--- config.mk ---
export PLATFORM = sky130hd
export DESIGN_NAME = reservation_station
export DESIGN_NICKNAME = d
export VERILOG_FILES = /design/src/rtl/reservation_station.sv
export SDC_FILE = /design/constraint.sdc
export NUM_CORES = 1
export LEC_CHECK = 0
export CAP_MARGIN = 40
export CORE_MARGIN = 2
export CORE_UTILIZATION = 55
export CTS_BUF_LIST = sky130_fd_sc_hd__clkbuf_16
export DETAILED_ROUTE_END_ITERATION = 10
export PLACE_DENSITY_LB_ADDON = 0.25
export SYNTH_ARGS = -nofsm -noshare
export SYNTH_HDL_FRONTEND = slang
export SYNTH_SLANG_ARGS = --single-unit
export TNS_END_PERCENT = 1
--- constraint.sdc ---
create_clock -name clk -period 3.8 [get_ports clk]
set_clock_uncertainty 0.2 [all_clocks]
set_input_delay 0.38 -clock clk [delete_from_list [all_inputs] [get_ports clk]]
set_output_delay 0.38 -clock clk [all_outputs]
set_load 0.05 [all_outputs]
--- src/rtl/reservation_station.sv ---
// rtl/reservation_station.sv - reservation station holding dispatched instructions until operands are ready
//
// Accepts one dispatched instruction per cycle, snoops the CDB for pending
// operand tags and issues the lowest-index ready entry to the FU.
// Ports:
//   clk, reset                  clock (rising edge), async active-low reset
//   write, instr_in, dest_tag   dispatch from the instruction queue
//   src{1,2}_ready/_tag/_val    operand status at dispatch
//   cdb_valid, cdb_tag, cdb_val common data bus broadcast
//   fu_ready                    FU accepts an issue this cycle
//   stall                       back-pressure to the queue (one-slot margin)
//   issue_valid, issue_*        registered issue to the FU
//   count                       occupied entries
//   overflow                    sticky: write arrived with no free entry
module reservation_station #(
  parameter int RS_SIZE     = 4,
  parameter int INSTR_WIDTH = 32,
  parameter int DATA_WIDTH  = 32,
  parameter int TAG_WIDTH   = 4
) (
  input  logic                     clk,
  input  logic                     reset,
  input  logic                     write,
  input  logic [INSTR_WIDTH-1:0]   instr_in,
  input  logic [TAG_WIDTH-1:0]     dest_tag,
  input  logic                     src1_ready,
  input  logic [TAG_WIDTH-1:0]     src1_tag,
  input  logic [DATA_WIDTH-1:0]    src1_val,
  input  logic                     src2_ready,
  input  logic [TAG_WIDTH-1:0]     src2_tag,
  input  logic [DATA_WIDTH-1:0]    src2_val,
  input  logic                     cdb_valid,
  input  logic [TAG_WIDTH-1:0]     cdb_tag,
  input  logic [DATA_WIDTH-1:0]    cdb_val,
  input  logic                     fu_ready,
  output logic                     stall,
  output logic                     issue_valid,
  output logic [INSTR_WIDTH-1:0]   issue_instr,
  output logic [DATA_WIDTH-1:0]    issue_op1,
  output logic [DATA_WIDTH-1:0]    issue_op2,
  output logic [TAG_WIDTH-1:0]     issue_dest_tag,
  output logic [$clog2(RS_SIZE):0] count,
  output logic                     overflow
);

  localparam int IW = $clog2(RS_SIZE);
  localparam int CW = IW + 1;

  // entry state
  logic                   e_valid [RS_SIZE];
  logic [INSTR_WIDTH-1:0] e_instr [RS_SIZE];
  logic [TAG_WIDTH-1:0]   e_dest  [RS_SIZE];
  logic                   e_rdy1  [RS_SIZE];
  logic [TAG_WIDTH-1:0]   e_tag1  [RS_SIZE];
  logic [DATA_WIDTH-1:0]  e_val1  [RS_SIZE];
  logic                   e_rdy2  [RS_SIZE];
  logic [TAG_WIDTH-1:0]   e_tag2  [RS_SIZE];
  logic [DATA_WIDTH-1:0]  e_val2  [RS_SIZE];

  logic          alloc_found;
  logic [IW-1:0] alloc_idx;
  logic          sel_found;
  logic [IW-1:0] sel_idx;
  logic          wr_acc;
  logic          do_issue;
  logic          cap1_rdy;
  logic          cap2_rdy;
  logic [DATA_WIDTH-1:0] cap1_val;
  logic [DATA_WIDTH-1:0] cap2_val;

  // Free-slot and issue selection look only at registered state, so a slot
  // freed by this cycle's issue is not reusable until the next cycle and a
  // freshly written or woken entry cannot issue in the same cycle.
  always_comb begin
    alloc_found = 1'b0;
    alloc_idx   = '0;
    sel_found   = 1'b0;
    sel_idx     = '0;
    for (int i = RS_SIZE - 1; i >= 0; i--) begin
      if (!e_valid[i]) begin
        alloc_found = 1'b1;
        alloc_idx   = IW'(i);
      end
      if (e_valid[i] && e_rdy1[i] && e_rdy2[i]) begin
        sel_found = 1'b1;
        sel_idx   = IW'(i);
      end
    end
  end

  assign wr_acc   = write && alloc_found;
  assign do_issue = fu_ready && sel_found;

  // Operand capture at dispatch, including same-cycle CDB bypass.
  always_comb begin
    cap1_rdy = src1_ready || (cdb_valid && (cdb_tag == src1_tag));
    cap2_rdy = src2_ready || (cdb_valid && (cdb_tag == src2_tag));
    cap1_val = src1_ready ? src1_val : cdb_val;
    cap2_val = src2_ready ? src2_val : cdb_val;
  end

  assign stall = (CW'(RS_SIZE) - count) <= CW'(1);

  always_ff @(posedge clk or negedge reset) begin
    if (!reset) begin
      for (int i = 0; i < RS_SIZE; i++) begin
        e_valid[i] <= 1'b0;
        e_instr[i] <= '0;
        e_dest[i]  <= '0;
        e_rdy1[i]  <= 1'b0;
        e_tag1[i]  <= '0;
        e_val1[i]  <= '0;
        e_rdy2[i]  <= 1'b0;
        e_tag2[i]  <= '0;
        e_val2[i]  <= '0;
      end
    end else begin
      for (int i = 0; i < RS_SIZE; i++) begin
        // CDB snoop: both operands of an entry may wake on one broadcast.
        if (cdb_valid && e_valid[i]) begin
          if (!e_rdy1[i] && (e_tag1[i] == cdb_tag)) begin
            e_rdy1[i] <= 1'b1;
            e_val1[i] <= cdb_val;
          end
          if (!e_rdy2[i] && (e_tag2[i] == cdb_tag)) begin
            e_rdy2[i] <= 1'b1;
            e_val2[i] <= cdb_val;
          end
        end
        if (do_issue && (sel_idx == IW'(i))) begin
          e_valid[i] <= 1'b0;
        end
        // The allocated slot is invalid, so it never collides with snoop or issue.
        if (wr_acc && (alloc_idx == IW'(i))) begin
          e_valid[i] <= 1'b1;
          e_instr[i] <= instr_in;
          e_dest[i]  <= dest_tag;
          e_rdy1[i]  <= cap1_rdy;
          e_tag1[i]  <= src1_tag;
          e_val1[i]  <= cap1_val;
          e_rdy2[i]  <= cap2_rdy;
          e_tag2[i]  <= src2_tag;
          e_val2[i]  <= cap2_val;
        end
      end
    end
  end

  always_ff @(posedge clk or negedge reset) begin
    if (!reset) begin
      issue_valid    <= 1'b0;
      issue_instr    <= '0;
      issue_op1      <= '0;
      issue_op2      <= '0;
      issue_dest_tag <= '0;
    end else begin
      issue_valid <= do_issue;
      if (do_issue) begin
        issue_instr    <= e_instr[sel_idx];
        issue_op1      <= e_val1[sel_idx];
        issue_op2      <= e_val2[sel_idx];
        issue_dest_tag <= e_dest[sel_idx];
      end
    end
  end

  always_ff @(posedge clk or negedge reset) begin
    if (!reset) begin
      count    <= '0;
      overflow <= 1'b0;
    end else begin
      count <= count + CW'(wr_acc) - CW'(do_issue);
      if (write && !alloc_found) begin
        overflow <= 1'b1;
      end
    end
  end

endmodule

---- After elaboration in Yosys (flattened, before gate mapping) ----
Cells that the tools add are included.
Widths: inputs -> output; s select.
word-level totals
  bits in registers ....................... 549
  output and inout bits ................... 106
  logic and storage cells ................. 221
operators by class
  add/subtract/negate cells ............... 3
  magnitude comparators ................... 2
  eq/ne operators ......................... 16
  mux-type cells .......................... 86
  bitwise gates (word level) .............. 1
  reduce and logical (&&, ||, !) cells .... 70
operators by type and width
  cell                 number
  $mux 32              32
  $bmux 32 s2          3
  $eq 4x4->1           10
  $mux 1               40
  $logic_and 1x1->1    33
  $reduce_bool 2->1    16
  $mux 2               8
  $reduce_and 2->1     8
  $logic_not 1->1      9
  $bmux 4 s2           1
  $eq 2x2->1 const B   4
  $mux 4               2
  $eq 2x1->1 const B   2
  $logic_not 2->1      2
  $add 3x1->3          1
  $ge 3x3->1 const B   1
  $le 3x1->1 const B   1
  $not 2->3            1
  $sub 3x1->3          1
  $sub 3x3->3 const A  1
  $logic_or 1x1->1     2

---- Logic depth before layout (Yosys ltp) ----
  depth after elaboration ................. 10
  mapped depth ............................ 11
  gate-level depth less buffers ........... 9

---- Worst setup path after synthesis ----
No wires, ideal clock.
  path kind ............................... reg2reg
  start ................................... reg e_valid[3] in the netlist's numbering
  end ..................................... reg count[2]
  library setup time ...................... 0.142 ns
  arrival ................................. 2.484 ns
  required time ........................... 3.458 ns
  path slack .............................. 0.974 ns
  stages on the path, launching flop included .. 12
  path buffers ............................ 2
  path through ............................ dfrtp_1 -> buf_2 -> and3_1 -> o41a_1 -> clkbuf_1 -> ha_1 -> inv_1 -> ha_1 -> inv_1 -> fa_1 -> xnor2_1 -> xnor2_1
on the way
  longest elaborated chain between the ends .. 5
  elaborated cells between the ends (all ways) .. 8
ends and longest elaborated chain
  element                          line  text
  start, declared                  50    logic e_valid [RS_SIZE];
  start signal, assigned by index  107   e_valid[i] <= 1'b0;
  start signal, assigned by index  131   e_valid[i] <= 1'b0;
  start signal, assigned by index  135   e_valid[i] <= 1'b1;
  $logic_and 1x1->1 (2 in series)  84    if (e_valid[i] && e_rdy1[i] && e_rdy2[i]) begin
  $mux 1                           84
  $logic_and 1x1->1                92    assign do_issue = fu_ready && sel_found;
  named net do_issue               65    logic do_issue;
  $sub 3x1->3                      172   count <= count + CW'(wr_acc) - CW'(do_issue);
  end signal, assigned             172
  end, declared                    42    output logic [$clog2(RS_SIZE):0] count,
The timed path passes the listed nets, and every way through them passes these cells.
A chain may end at the register's enable or synchronous reset.

---- Worst setup path after layout ----
  start ................................... reg count[1]
  end ..................................... out stall
on the way
  longest elaborated chain between the ends .. 2
ends and longest elaborated chain
  element        line  text
  $sub 3x3->3    102   assign stall = (CW'(RS_SIZE) - count) <= CW'(1);
  $le 3x1->1     102
  end, declared  36    output logic stall,
No other way between the ends.

==> key figures <==
Synth
  • Asr flop ratio synth: 100%
  • Synth Warn #: 0
  • Area leader, netlist: dfrtp_1
  • Mapped Avg Cell Area: between 10 and 15 µm²
  • Top-area cell type share of the netlist area: between 50% and 60%
  • Most common cell in the synthesized netlist: nand2_1
  • Sequential-to-total area share from yosys stat: roughly 55%
  • Netlist Area Pre-Place: between 0.02 and 0.03 mm²
  • Total nets after synthesis: around 2700
  • Synth cell count leaders: 741 x nand2_1, 549 x dfrtp_1, 194 x and3_1, 189 x a221o_1, 123 x clkbuf_1
  • Top_reg_cell synth: dfrtp_1
  • Synth cell types: 47
  • Synth Instances: 2494
  • Leading cell types by total area after synthesis: dfrtp_1 55%, nand2_1 11%, a221o_1 7.6%, and3_1 4.8%, a41oi_1 3.5%
  • Post-synth EDFFs: 0
  • FF+latch count, synth: approximately 550

CTS
  • CTS tree: done
  • Clk buf depth: 3
  • Clock latency at the later pin of the worst-skew pair: just over 0.6 ns
  • Total CTS buffers: 57
  • Post CTS Setup Buffer Count: 0
  • CTS root buf: clkbuf_16
  • H-Tree Depth: 2
  • Reg clk slew, reported paths: 0.06 ns
  • CTS Sinks: 549
  • Cts repair resizes: 0

Global route
  • First-pass GRT wire length: ~130000 µm
  • Grt total ovfl: 0
  • Met1 Usage GRT: ~46%
  • Vias in the first global route: about 22000
  • GR Util All Layers: 34.6%
  • Met2 Usage GRT: between 50 and 60%
  • Largest net degree at the start of global routing: between 100 and 150
  • Initial antenna violation count: 4
  • Global-route met3 utilization: around 7.4%
  • Gr busiest metal: met2

Setup path
  • CP Data Required Time: 3.22 ns
  • WP data arrival: approximately 2.5 ns
  • CP cell instances: inv_1, ha_1, nor2_1, nor2_1, nor2_1, clkdlybuf4s50_1
  • Setup CP Type: reg2out
  • Bufs and invs on worst path: 2
  • Crit-path max FO: 5
  • CP max stage delay: roughly 0.8 ns
  • CP delay by family, top: buffers and inverters
  • CP max-delay cell: clkdlybuf4s50_1
  • Startpoint Class: flip-flop
  • Setup crit end kind: output pin
  • Most frequent CP cell: nor2_1

Timing
  • Fmax: ~0.33 GHz
  • Setup TNS: 0 ns
  • Fin. max-slew vios: 0
  • Final Hold Fails: 0
  • Final Cycle Share: 79.9%
  • Minimum clock period: 3.04 ns
  • Worst-Margin Slew: 0.895 ns
  • RSZ-0062 raised after global routing: false
  • Final setup viols: 0
  • PnR worst setup slack: 0.764 ns
  • Rel. slew slack: 40.3%

Finish
  • Area growth, synth to finish: 19.6%
  • Fill cell count: roughly 3500
  • Area of the multi-input gates: around 0.01 mm²
  • Layout Utilization: around 66%
  • Register area: approximately 0.014 mm²
  • Final net count: around 2800
  • Final Cell Area: ~0.03 mm²
  • Layout cells sized above 1: 11.3%

Detailed routing
  • DR vias: about 22000
  • Drt pass-1 iters: 6
  • Drc violations: 0
  • ANT nets after route: 0
  • Wire length per cell: roughly 25 µm
  • Vias per inst: 6.63
  • DRT iter0 DRCs: about 2300
  • Routed WL: just over 80000 µm

Run status
  • Status: finished, final reports clean

Power
  • Power per cell area: 964 mW/mm²
  • Pleak: about 0.014 µW
  • Tot Pwr: slightly below 30000 µW
  • Worst VDD drop: roughly 0.63 mV

Placement
  • Placement Setup Slack: about 0.7 ns
  • Routability Congestion: about 0.85
  • Dpl hpwl: around 49000 µm
  • Post-DP Area: 0.0282 mm²
  • Port Buffers: between 200 and 300

Floorplan
  • Die width: about 220 µm
  • Core ar.: 0.0452 mm²
  • Die height: around 220 µm
  • I/O pin count: 257
  • Num rows: 78
  • Initial Util: between 50% and 60%
  • DIE AREA: between 0.04 and 0.05 mm²

Min path
  • Worst hold-check path type: in2reg

Flow run
  • Max-Cap Viols: 0
stage by stage:
stage	instances	hold slack, ns
after global routing	3268	0.0485
after CTS	3267	0.0187
after global placement	3158	0.256
final	3268	0.0504
after detailed placement	3167	0.262
after floorplan	2494	-0.116
cell type report:
| cell class | instances | area share [%] |
|---|---|---|
| clock inverters | 42 | 0.969 |
| repair buffers | 326 | 11.4 |
| clock buffers | 57 | 4.76 |
| flip-flops and latches | 549 | 45.8 |
| inverters | 17 | 0.213 |
| well taps | 600 | 2.51 |
| diodes | 1 | 0.00835 |
| multi-input cells | 1676 | 34.3 |
registers in the layout, indices dropped and copies added (netlist names), 16 cells and up:
signal	cells
e_instr	128
issue_op2	32
issue_instr	32
e_val2	128
issue_op1	32
e_dest	16
e_tag1	16
e_tag2	16
e_val1	128
timing repair:
action                     4_1_cts  5_1_grt
hold endpoints to repair        80        0
setup endpoints to repair        0        0
hold buffers                     1        0
placed cells by master (no fill, tap or decap), drive strengths merged, types with 3 or more instances in the layout:
cell,count
o22ai,4
nor2,107
nor3,8
a21oi,3
xnor2,19
a21o,4
buf,73
ha,4
o21a,4
bufinv,4
clkinv,21
dfrtp,549
or2,64
nand2,741
a41oi,100
or3,5
and3,194
nand3,8
inv,34
a221o,189
a221oi,3
xor2,24
a22oi,6
clkdlybuf4s50,252
clkbuf,57
o221ai,100
o221a,64
logic make-up (layout without fill, tap and decap cells):
kind of cell    count (synthesis)  count (layout)  share of synthesized area [%]
simple gates                 1139            1139                           19.9
flops                         549             549                           54.8
compound gates                489             489                           18.6
buf+inv                       269             442                           4.80
xor+xnor                       43              43                           1.50
fa+ha+maj                       5               5                          0.280
other cells                     0               1                              0
power breakdown:
group	internal [µW]	switching, µW
registers	8650	1780
logic	4970	8200
clock network	2970	2330
per-layer routing:
layer	vias up	share of wire, %
met5	-	0.050
met4	6	3.5
met2	1263	47
met1	10900	39
met3	213	10
li1	9236	-
tightest hold or removal path, stage by stage:
cell     delay (ns)
buf_2          0.18
and3_1         0.17
a221o_1        0.10
final timing paths:
path                               from      endpoint  slack [ns]  cells past startpoint
min in group asynchronous         reset    e_val1[18]        0.21                      2
max in group asynchronous         reset    e_instr[8]        2.11                      3
max reg2reg                  e_valid[3]      count[2]        0.92                      9
max                            count[1]         stall        0.76                      6
min reg2reg                e_instr[110]  e_instr[110]        0.27                      2
min                          src2_ready    e_val2[28]        0.05                      3
(Power assumes the default switching activity.)
